## config.mk

```make
export PLATFORM = sky130hd
export DESIGN_NAME = poly_basemul_ctrl
export DESIGN_NICKNAME = d
export VERILOG_FILES = /design/src/rtl/poly_basemul_ctrl_pkg.sv /design/src/rtl/poly_basemul_ctrl_montgomery_mul.sv /design/src/rtl/poly_basemul_ctrl.sv
export SDC_FILE = /design/constraint.sdc
export NUM_CORES = 1
export LEC_CHECK = 0
export CAP_MARGIN = 10
export CORE_UTILIZATION = 25
export CTS_CLUSTER_DIAMETER = 200
export DETAILED_ROUTE_END_ITERATION = 10
export MAX_ROUTING_LAYER = met4
export SYNTH_ARGS = -nofsm -noshare
export SYNTH_HDL_FRONTEND = slang
export SYNTH_SLANG_ARGS = --single-unit
```

## constraint.sdc

```tcl
create_clock -name clk -period 4 [get_ports clk]
set_input_delay 0.8 -clock clk [delete_from_list [all_inputs] [get_ports clk]]
set_output_delay 0.8 -clock clk [all_outputs]
set_load 0.03 [all_outputs]
```

## src/rtl/poly_basemul_ctrl_pkg.sv

```systemverilog
// Shared constants and FSM encoding for the pointwise Montgomery multiply controller.
// Holds the Kyber modulus, the Montgomery constants and the controller state type.
package poly_basemul_ctrl_pkg;

    localparam int KYBER_Q     = 3329;
    localparam int KYBER_N     = 256;
    localparam int R_MOD_Q     = 2285;   // 2^16 mod Q
    localparam int R2_MOD_Q    = 1353;   // 2^32 mod Q
    localparam int R_INV_MOD_Q = 169;    // 2^-16 mod Q

    // Q^-1 mod 2^16, used to cancel the low half of the product.
    localparam logic [15:0] QINV = 16'd62209;

    typedef enum logic [1:0] {
        ST_IDLE,
        ST_ISSUE,
        ST_DRAIN,
        ST_FIN
    } state_t;

endpackage

```

## src/rtl/poly_basemul_ctrl_montgomery_mul.sv

```systemverilog
// Combinational Montgomery multiply: r = a*b*2^-16 mod Q, fully reduced to [0, Q-1].
// Valid for signed 16-bit operands with |a*b| < Q*2^15.
module poly_basemul_ctrl_montgomery_mul
    import poly_basemul_ctrl_pkg::*;
(
    input  logic signed [15:0] i_a,
    input  logic signed [15:0] i_b,
    output logic        [15:0] o_r
);

    localparam logic signed [15:0] Q16 = 16'(KYBER_Q);

    logic signed [31:0] w_a_ext;
    logic signed [31:0] w_b_ext;
    logic signed [31:0] w_prod;
    logic        [15:0] w_t;
    logic signed [31:0] w_t_ext;
    logic signed [31:0] w_tq;
    logic signed [31:0] w_u;
    logic signed [15:0] w_r;

    assign w_a_ext = 32'(i_a);
    assign w_b_ext = 32'(i_b);
    assign w_prod  = w_a_ext * w_b_ext;

    // t*Q matches the product in its low 16 bits, so w_u is an exact multiple of 2^16.
    assign w_t     = w_prod[15:0] * QINV;
    assign w_t_ext = 32'($signed(w_t));
    assign w_tq    = w_t_ext * KYBER_Q;
    assign w_u     = w_prod - w_tq;
    assign w_r     = 16'(w_u >>> 16);

    // w_r lies in (-Q, Q); one conditional add gives the canonical residue.
    assign o_r = w_r[15] ? w_r + Q16 : w_r;

endmodule

```

## src/rtl/poly_basemul_ctrl.sv

```systemverilog
// Streams N coefficient pairs from RAMs A and B through one Montgomery multiplier
// into RAM C at one coefficient per cycle, with start/abort/done handshake.
module poly_basemul_ctrl
    import poly_basemul_ctrl_pkg::*;
#(
    parameter int N      = KYBER_N,
    parameter int ADDR_W = 8,
    parameter int RD_LAT = 1
) (
    input  logic                     clk,
    input  logic                     rst_n,
    input  logic                     start,
    input  logic                     abort,
    output logic                     busy,
    output logic                     done,
    output logic                     a_rd_en,
    output logic [ADDR_W-1:0]        a_addr,
    input  logic signed [15:0]       a_rdata,
    output logic                     b_rd_en,
    output logic [ADDR_W-1:0]        b_addr,
    input  logic signed [15:0]       b_rdata,
    output logic                     c_we,
    output logic [ADDR_W-1:0]        c_addr,
    output logic [15:0]              c_wdata
);

    localparam logic [ADDR_W-1:0] LAST_IDX = ADDR_W'(N - 1);

    generate
        if (RD_LAT < 1 || RD_LAT > 3) begin : g_bad_rd_lat
            $error("poly_basemul_ctrl: RD_LAT must be in 1..3");
        end
    endgenerate

    state_t              r_state;
    state_t              w_next;
    logic                r_busy;
    logic                r_done;
    logic                r_rd_en;
    logic [ADDR_W-1:0]   r_addr;
    logic [RD_LAT-1:0]   r_vld;
    logic [ADDR_W-1:0]   r_vaddr [RD_LAT];
    logic                r_c_we;
    logic [ADDR_W-1:0]   r_c_addr;
    logic [15:0]         r_c_wdata;
    logic [15:0]         w_mul;
    logic                w_flush;

    poly_basemul_ctrl_montgomery_mul u_montgomery_mul (
        .i_a (a_rdata),
        .i_b (b_rdata),
        .o_r (w_mul)
    );

    assign w_flush = abort && (r_state == ST_ISSUE || r_state == ST_DRAIN);

    always_comb begin
        // NOTE: default assigned first so every path drives w_next and no latch is inferred.
        w_next = r_state;
        case (r_state)
            ST_IDLE:  if (start && !abort)               w_next = ST_ISSUE;
            ST_ISSUE: if (abort)                         w_next = ST_IDLE;
                      else if (r_addr == LAST_IDX)       w_next = ST_DRAIN;
            ST_DRAIN: if (abort)                         w_next = ST_IDLE;
                      else if (r_c_we && r_c_addr == LAST_IDX) w_next = ST_FIN;
            ST_FIN:                                      w_next = ST_IDLE;
            default:                                     w_next = ST_IDLE;
        endcase
    end

    // Control outputs are decoded from the next state so they appear registered.
    always_ff @(posedge clk or negedge rst_n) begin
        if (!rst_n) begin
            r_state <= ST_IDLE;
            r_busy  <= 1'b0;
            r_done  <= 1'b0;
            r_rd_en <= 1'b0;
            r_addr  <= '0;
        end else begin
            // NOTE: state updates use non-blocking assignments so all flops sample the same edge.
            r_state <= w_next;
            r_busy  <= (w_next == ST_ISSUE) || (w_next == ST_DRAIN);
            r_done  <= (w_next == ST_FIN);
            r_rd_en <= (w_next == ST_ISSUE);
            r_addr  <= (w_next == ST_ISSUE && r_state == ST_ISSUE) ? r_addr + 1'b1 : '0;
        end
    end

    always_ff @(posedge clk or negedge rst_n) begin
        if (!rst_n) begin
            r_vld     <= '0;
            // NOTE: the address shift register is only RD_LAT deep, so it is reset with the valid bits.
            for (int k = 0; k < RD_LAT; k++) r_vaddr[k] <= '0;
            r_c_we    <= 1'b0;
            r_c_addr  <= '0;
            r_c_wdata <= '0;
        end else begin
            r_vld[0]   <= r_rd_en && !w_flush;
            r_vaddr[0] <= r_addr;
            for (int k = 1; k < RD_LAT; k++) begin
                r_vld[k]   <= r_vld[k-1] && !w_flush;
                r_vaddr[k] <= r_vaddr[k-1];
            end
            r_c_we <= r_vld[RD_LAT-1] && !w_flush;
            if (r_vld[RD_LAT-1] && !w_flush) begin
                r_c_addr  <= r_vaddr[RD_LAT-1];
                r_c_wdata <= w_mul;
            end
        end
    end

    assign busy    = r_busy;
    assign done    = r_done;
    assign a_rd_en = r_rd_en;
    assign b_rd_en = r_rd_en;
    assign a_addr  = r_addr;
    assign b_addr  = r_addr;
    assign c_we    = r_c_we;
    assign c_addr  = r_c_addr;
    assign c_wdata = r_c_wdata;

endmodule

```

# Word-level counts from Yosys, hierarchy flattened
# Index checks and enable logic that the tools add are counted.
word_totals:
  ff_bits: 47
  in_bits: 36
  out_inout_bits: 45
  word_cells: 43
classes:
  n_addsub: 3
  mul: 3
  eq_ne: 8
  n_mux: 8
  n_reduce_logical: 11
ops:
  columns: ["op", "count"]
  rows:
  - ["$mul A16 B16 Y32", 1]
  - ["$sub A32 B32 Y32", 1]
  - ["$mul A16 B13 Y29 const B", 1]
  - ["$add A16 B13 Y16 const B", 1]
  - ["$eq A8 B8 Y1 const B", 2]
  - ["$mul A16 B13 Y16 const B", 1]
  - ["$mux W16", 1]
  - ["$mux W2", 5]
  - ["$add A8 B1 Y8 const B", 1]
  - ["$eq A2 B2 Y1 const B", 4]
  - ["$mux W8", 1]
  - ["$pmux W2 S4", 1]
  - ["$logic_and A1 B1 Y1", 6]
  - ["$eq A2 B1 Y1 const B", 2]
  - ["$logic_not A1 Y1", 2]
  - ["$logic_not A2 Y1", 1]
  - ["$logic_or A1 B1 Y1", 2]

# Logic depth before layout (Yosys ltp)
# Gate-level depths: netlist of run 1.
depth:
  depth_word: 8
  ltp_mapped: 59
  depth_no_buf: 57

# Hierarchy
# A second synthesis of run 1 with hierarchy kept.
hier_totals:
  hier_cells: 1762
  area_unflattened_um2: 16671.0
by_module_without_submodules:
  columns: ["module", "n_inst", "cells_per_inst", "area_each_um2", "seq_area_each_um2"]
  rows:
  - ["poly_basemul_ctrl_montgomery_mul", 1, 1625, 14764.2, 0.0]
  - ["poly_basemul_ctrl", 1, 137, 1906.8, 1176.1]

# Worst setup path after synthesis of run 1
# No wires, ideal clock.
synth_timing:
  path_type: "input port to flip-flop"
  startpoint: "input port b_rdata[1]"
  endpoint: "register r_c_wdata[13], in the netlist c_wdata[13]"
  setup_time_ps: 82
  arrival_time_ps: 13487
  required_ps: 3918
  slack_ps: -9569
  cell_stages: 47
  n_path_buf: 1
  path_cell_list: "clkbuf_1 nand2_1 fa_1 fa_1 fa_1 inv_1 ha_1 fa_1 inv_1 fa_1 inv_1 ha_1 a21oi_1 o22ai_1 a41oi_1 nand2_1 a21o_1 ha_1 (+11 left out) fa_1 ha_1 ha_1 and4_1 and4_1 o211ai_1 nand3_1 a31o_2 a31oi_1 xnor2_2 ha_1 or2_2 maj3_1 o21a_1 nor3_2 nor2_2 or4_1 a31oi_1"
synth_via:
  elab_chain_cells: 6
synth_rtl:
  columns: ["element", "line", "rtl"]
  rows:
  - ["start: declaration", "poly_basemul_ctrl.sv:21", "input logic signed [15:0] b_rdata,"]
  - ["$mul A16 B16 Y32 (*)", "poly_basemul_ctrl_montgomery_mul.sv:24", "assign w_prod = w_a_ext * w_b_ext;"]
  - ["$mul A16 B13 Y16", "poly_basemul_ctrl_montgomery_mul.sv:27", "assign w_t = w_prod[15:0] * QINV;"]
  - ["$mul A16 B13 Y29", "poly_basemul_ctrl_montgomery_mul.sv:29", "assign w_tq = w_t_ext * KYBER_Q;"]
  - ["$sub A32 B32 Y32 (*)", "poly_basemul_ctrl_montgomery_mul.sv:30", "assign w_u = w_prod - w_tq;"]
  - ["$add A16 B13 Y16", "poly_basemul_ctrl_montgomery_mul.sv:34", "assign o_r = w_r[15] ? w_r + Q16 : w_r;"]
  - ["$mux W16 (*)", "poly_basemul_ctrl_montgomery_mul.sv:34", null]
  - ["end signal: assignment", "poly_basemul_ctrl.sv:107", "r_c_wdata <= w_mul;"]
  - ["end: declaration", "poly_basemul_ctrl.sv:45", "logic [15:0] r_c_wdata;"]
# Every way passes the cells marked *; elsewhere a longest branch is shown, timed or not.
# A chain may end at the register's enable or synchronous reset.

# Worst setup path after layout of run 1
layout_timing:
  startpoint: "input port a_rdata[6]"
  endpoint: "register r_c_wdata[13], in the netlist c_wdata[13]"
layout_via:
  elab_chain_cells: 6
layout_rtl:
  columns: ["element", "line", "rtl"]
  rows:
  - ["start: declaration", "poly_basemul_ctrl.sv:18", "input logic signed [15:0] a_rdata,"]
  - ["$mul A16 B16 Y32 (*)", "poly_basemul_ctrl_montgomery_mul.sv:24", null]
  - ["$mul A16 B13 Y16", "poly_basemul_ctrl_montgomery_mul.sv:27", null]
  - ["$mul A16 B13 Y29", "poly_basemul_ctrl_montgomery_mul.sv:29", null]
  - ["$sub A32 B32 Y32 (*)", "poly_basemul_ctrl_montgomery_mul.sv:30", null]
  - ["$add A16 B13 Y16", "poly_basemul_ctrl_montgomery_mul.sv:34", null]
  - ["$mux W16 (*)", "poly_basemul_ctrl_montgomery_mul.sv:34", null]
# Marks and branches as above.

==> results.cfg, run 1 <==
[outcome]
status = complete, but fails checks
violations = negative setup slack

[synthesis]
syn_inst = 1817
avgSynthCellArea_um2 = 9.00
synth_seq_cells = 47
synth-edff-count = 0
syn_area_um2 = 16400
async_reset_ff_frac = 1.00
yosys_warnings = 0
synthFlopType = dfrtp_1
ys_types = 80
yosysSeqAreaShare = 0.0719
synth_fp_nets = 2357

[setup_path]
worstPathRequired_ps = 4200
endpoint_kind = flip-flop
cp_common_cell = fa_1
worst-setup-path-type = in2reg
crit_fanout = 4
start_kind = primary input
crit_slowest_cell = fa_1
worst_ep_arrival_time_ps = 12910
max_stage_delay_ps = 560

[sta]
rsz0062_at_grt = yes
setup_tns_ps = -137470
hold_slack_ps = 441
worst_pin_slew_ps = 1030
layout_worst_path_cycle_share = 3.18
maxSlewViolCount = 0
slew-limit-headroom = 0.313
worst_slack_ps = -8710
post-route-min-period_ps = 12710
skew_ps = 4.76
timing.fmax_mhz = 78.7
hold_violations = 0
finalSetupViolCount = 16

[die]
die_h_um = 258
chipWidth_um = 258
coreArea_um2 = 64600
die_area_um2 = 66500
row_count = 93
ios = 81
start_util = 0.253

[routing]
ant_nets = 0
avgRoutedWirePerCell_um = 13.6
routed_via_density = 4.37
vias = 13614
drc = 0
firstDrtPassIters = 7
finalWirelength_um = 42500
drt_iter0_markers = 516

[clock_tree]
clk_pin_slew_ps = 70
clock-root-buffer = clkbuf_16
htreeDepth = 2
clk_path_buf_depth = 2
clk_latency_ps = 290
clock-sinks = 47
cts_buffers = 5
cts_tree = built
cts.hold.buffers_added = 0

[place]
dp_cells = 3070
place_congestion = 0.904
dp_hpwl_um = 37700
numPortBuffers = 80

[final_layout]
area_delta_synth_final_pct = 34.3
drive_above_1_share = 0.252
utilization = 0.340
layout.cells.non_filler = 3112
num_antenna_cells = 0
finalNetCount = 2796

[worst_hold_path]
hp-class = reg2reg

[global_route]
grt_pass1_wl_um = 73400
grt_overflow = 0
grt_use_total = 0.136
antenna_found_initial = 0
grt_pass1_vias = 14809
grt_max_degree = 48

[flow_run]
drv_cap = 0
metrics by stage:
stage	area (um^2)	setup slack (ps)
finish	22000	-8710
global route	22000	-9180
CTS	21600	-8740
detailed placement	21100	-9590
global placement	21100	-9530
floorplan	16700	-8720
registers in the layout, summed over array words and instances (netlist names):
| register | cells |
|---|---|
| c_wdata | 16 |
| c_addr | 8 |
| a_rd_en | 1 |
| busy | 1 |
| a_addr | 8 |
| r_state | 2 |
| done | 1 |
| r_vld | 1 |
| r_vaddr | 8 |
| c_we | 1 |
area by class of cell:
cell class,count,area (um^2)
fillers,6496,42600
multi-input cells,1353,14300
repair buffers,486,3910
inverters,363,1370
flip-flops and latches,47,1180
well taps,855,1070
clock buffers,5,125
clock inverters,3,47.5
cells in the final DEF (no fill, tap or decap), types with 7 or more instances in the layout:
cell,Yosys,layout
buf_6,2,21
nand3_1,21,20
o21ai_0,57,37
o21a_1,8,8
nand2b_1,27,26
and2_4,0,7
nand4_1,9,9
a31oi_1,8,7
o211ai_1,13,13
fa_1,294,289
a21o_1,31,31
nand2_1,226,222
xnor2_2,1,10
nor3_1,13,10
o21ai_1,1,17
inv_1,363,356
ha_1,210,186
a21oi_2,2,14
dfrtp_1,47,47
buf_4,11,386
a21oi_1,62,47
nor2_1,53,51
ha_4,0,19
and2_1,104,97
xor2_1,30,27
xnor2_1,67,56
clkdlybuf4s50_1,0,57
buf_2,2,8
final timing paths:
path / slack [ps] / depth (start not counted) / start / end
min reg2reg: 440 / 2 / r_vaddr[4] / c_addr[4]
max reg2reg: 1690 / 11 / a_addr[0] / a_addr[7]
max in group asynchronous: 2670 / 1 / rst_n / c_wdata[9]
min: 440 / 2 / r_vaddr[4] / c_addr[4]
max: -8710 / 47 / a_rdata[6] / c_wdata[13]
min in group asynchronous: 690 / 1 / rst_n / c_addr[6]
synth_stat cells (all sizes together), types with 3 or more instances:
| master | n | share of area |
|---|---|---|
| o211a | 4 | 0.0024 |
| inv | 363 | 0.083 |
| nor2 | 55 | 0.013 |
| and4 | 4 | 0.0022 |
| a21oi | 64 | 0.020 |
| nand2 | 226 | 0.052 |
| nand4 | 10 | 0.0042 |
| or4 | 5 | 0.0023 |
| fa | 294 | 0.36 |
| xor2 | 30 | 0.016 |
| ha | 210 | 0.16 |
| a21boi | 4 | 0.0018 |
| nand2b | 27 | 0.010 |
| nor3 | 15 | 0.0052 |
| o22ai | 3 | 0.0011 |
| a211oi | 5 | 0.0023 |
| clkbuf | 38 | 0.0088 |
| a31o | 3 | 0.0016 |
| buf | 16 | 0.0073 |
| a2111oi | 3 | 0.0028 |
| or2b | 3 | 0.0015 |
| or2 | 6 | 0.0023 |
| nand3 | 21 | 0.0064 |
| o21a | 9 | 0.0042 |
| o311a | 3 | 0.0026 |
| o311ai | 3 | 0.0016 |
| a31oi | 8 | 0.0031 |
| o31ai | 7 | 0.0038 |
| a21o | 32 | 0.015 |
| dfrtp | 47 | 0.072 |
| or3 | 7 | 0.0027 |
| and3 | 7 | 0.0028 |
| o21ai | 59 | 0.018 |
| xnor2 | 68 | 0.037 |
| a211o | 5 | 0.0027 |
| o211ai | 13 | 0.0060 |
| o2111ai | 6 | 0.0036 |
| and2 | 105 | 0.040 |
| nor2b | 3 | 0.0011 |
| o41ai | 3 | 0.0016 |
cell families (layout without fill, tap and decap cells):
logic type      Yosys count  after routing  synth area share
compound gates          248            248             0.102
xor+xnor                100            100            0.0558
fa+ha+maj               505            505             0.521
buf+inv                 417            857            0.0993
flops                    47             47            0.0719
mux                       4              4           0.00260
simple gates            496            496             0.147
layer usage:
metal	track usage	share of wire	wire length (um)	vias to the layer above
met5	-	0	0	-
met4	0.0173	0.012	489	0
met3	0.0157	0.037	1590	29
met2	0.233	0.49	20800	203
met1	0.175	0.46	19600	6781
li1	-	-	-	6601
critical path, delay by kind of cell:
family                   cells  cell delay, ps
adder cells (fa/ha/maj)     17            6480
AND/OR/NAND/NOR             10            2130
XOR/XNOR                     7            1500
AO/OA/AOI/OAI                7            1330
buffers and inverters        6             620
timing repair:
| item | in CTS | in global routing |
|---|---|---|
| buffers inserted | 16 | 19 |
| setup endpoints to repair | 16 | 16 |
| gates resized for setup | 127 | 58 |
| pin swaps | 62 | 81 |
Power of run 1 is not shown: default switching activity piles up to over one toggle a cycle in this logic, so the estimate is an artifact.
==> inputs of run 2 (changes only) <==
--- a/config.mk
+++ b/config.mk
@@ -10,6 +10,7 @@
 export CTS_CLUSTER_DIAMETER = 200
 export DETAILED_ROUTE_END_ITERATION = 10
 export MAX_ROUTING_LAYER = met4
+export RECOVER_POWER = 100
 export SYNTH_ARGS = -nofsm -noshare
 export SYNTH_HDL_FRONTEND = slang
 export SYNTH_SLANG_ARGS = --single-unit
==> results.cfg, run 2 (synthesis results as in run 1) <==
[outcome]
status = complete, but fails checks
violations = max-capacitance violations, max-slew violations, negative setup slack

[sta]
maxSlewViolCount = 48
worst_pin_slew_ps = 2490
slew-limit-headroom = -0.661
worst_slack_ps = -8710
hold_violations = 0
finalSetupViolCount = 16
rsz0062_at_grt = yes
timing.fmax_mhz = 78.7
post-route-min-period_ps = 12710
setup_tns_ps = -137450
skew_ps = 5.02
hold_slack_ps = 440
layout_worst_path_cycle_share = 3.18

[global_route]
grt_use_total = 0.136
grt_overflow = 0
grt_pass1_wl_um = 73400
antenna_found_initial = 0
grt_pass1_vias = 14809
grt_max_degree = 48

[setup_path]
max_stage_delay_ps = 560
cp_common_cell = fa_1
r2r-start = a_addr[0]
worstPathRequired_ps = 4200
crit_slowest_cell = fa_1
crit_fanout = 4
endpoint_kind = flip-flop
worst-setup-path-type = in2reg
worst_ep_arrival_time_ps = 12910
r2r_end = a_addr[7]
regToRegSetupSlack_ps = 1700
rr_worst_depth = 11
start_kind = primary input

[clock_tree]
cts_buffers = 5
clk_pin_slew_ps = 70
cts_tree = built
clock-sinks = 47
clk_latency_ps = 290
htreeDepth = 2
clock-root-buffer = clkbuf_16
clk_path_buf_depth = 2

[place]
numPortBuffers = 80
dp_slack_ps = -9590
place_congestion = 0.904
dp_hpwl_um = 37700

[die]
ios = 81
start_util = 0.253
row_count = 93
chipWidth_um = 258
coreArea_um2 = 64600
die_h_um = 258
die_area_um2 = 66500

[worst_hold_path]
hold_depth = 2
hp-start = r_vaddr[4]
min_to = c_addr[4]
hp-class = reg2reg

[routing]
drt_iter0_markers = 520
vias = 13639
ant_nets = 0
avgRoutedWirePerCell_um = 13.6
finalWirelength_um = 42400
drc = 0
firstDrtPassIters = 7
routed_via_density = 4.38

[final_layout]
final_common_cell = buf_4
area_delta_synth_final_pct = 34.3
drive_above_1_share = 0.252
largest_reg_flops = 16
layout_common_cells = 386 x buf_4, 356 x inv_1, 289 x fa_1
num_antenna_cells = 0
fillers = 6497
finalNetCount = 2796

[flow_run]
drv_cap = 1
[run 2: cell types whose count changed in the layout (fill, tap and decap cells not counted), sizes merged]
cell / change
clkbuf: +1
dlygate4sd3: +46
clkdlybuf4s50: -46
buf: -1
[run 2: layout make-up]
type,count,area [um^2],share of cell area
clock buffers,5,125,0.00570
flip-flops and latches,47,1180,0.0535
clock inverters,3,47.5,0.00216
repair buffers,486,3910,0.178
well taps,855,1070,0.0487
inverters,363,1370,0.0622
multi-input cells,1353,14300,0.650
[run 2: timing repair]
item | CTS | global route
setup buffers | 16 | 19
resized for setup | 127 | 58
endpoints found under the setup margin | 16 | 16
hold buffers | 0 | 0
pin swaps | 62 | 81
hold endpoints to repair | 0 | 0
[run 2: worst max-delay path by stage]
stage | start | endpoint
after global placement | b_rdata[4] | c_wdata[13]
after detailed placement | b_rdata[4] | c_wdata[13]
after global routing | a_rdata[6] | c_wdata[13]
after floorplan | a_rdata[6] | c_wdata[6]
final | a_rdata[6] | c_wdata[13]
after CTS | a_rdata[7] | c_wdata[13]
[run 2: critical path, delay by kind of cell]
| kind | cells | cell delay [ps] |
|---|---|---|
| compound gates | 7 | 1330 |
| xor+xnor | 7 | 1500 |
| fa+ha+maj | 17 | 6480 |
| buf+inv | 6 | 620 |
| simple gates | 10 | 2130 |
[run 2: per-layer routing]
layer	track usage	vias to the layer above	wire, um
met2	0.233	215	20800
met3	0.0157	29	1620
met4	0.0173	0	490
li1	-	6603	-
met1	0.175	6792	19500
met5	-	-	0
[run 2: through the flow]
step / cell area (um^2) / utilization / instances
4_1_cts: 21600 / 0.334 / 3094
3_3_place_gp: 21100 / 0.326 / 3070
6_report: 22000 / 0.340 / 3112
2_1_floorplan: 16700 / - / 1817
5_1_grt: 22000 / 0.340 / 3112
3_5_place_dp: 21100 / 0.326 / 3070
Power of run 2 is left out for the same reason.
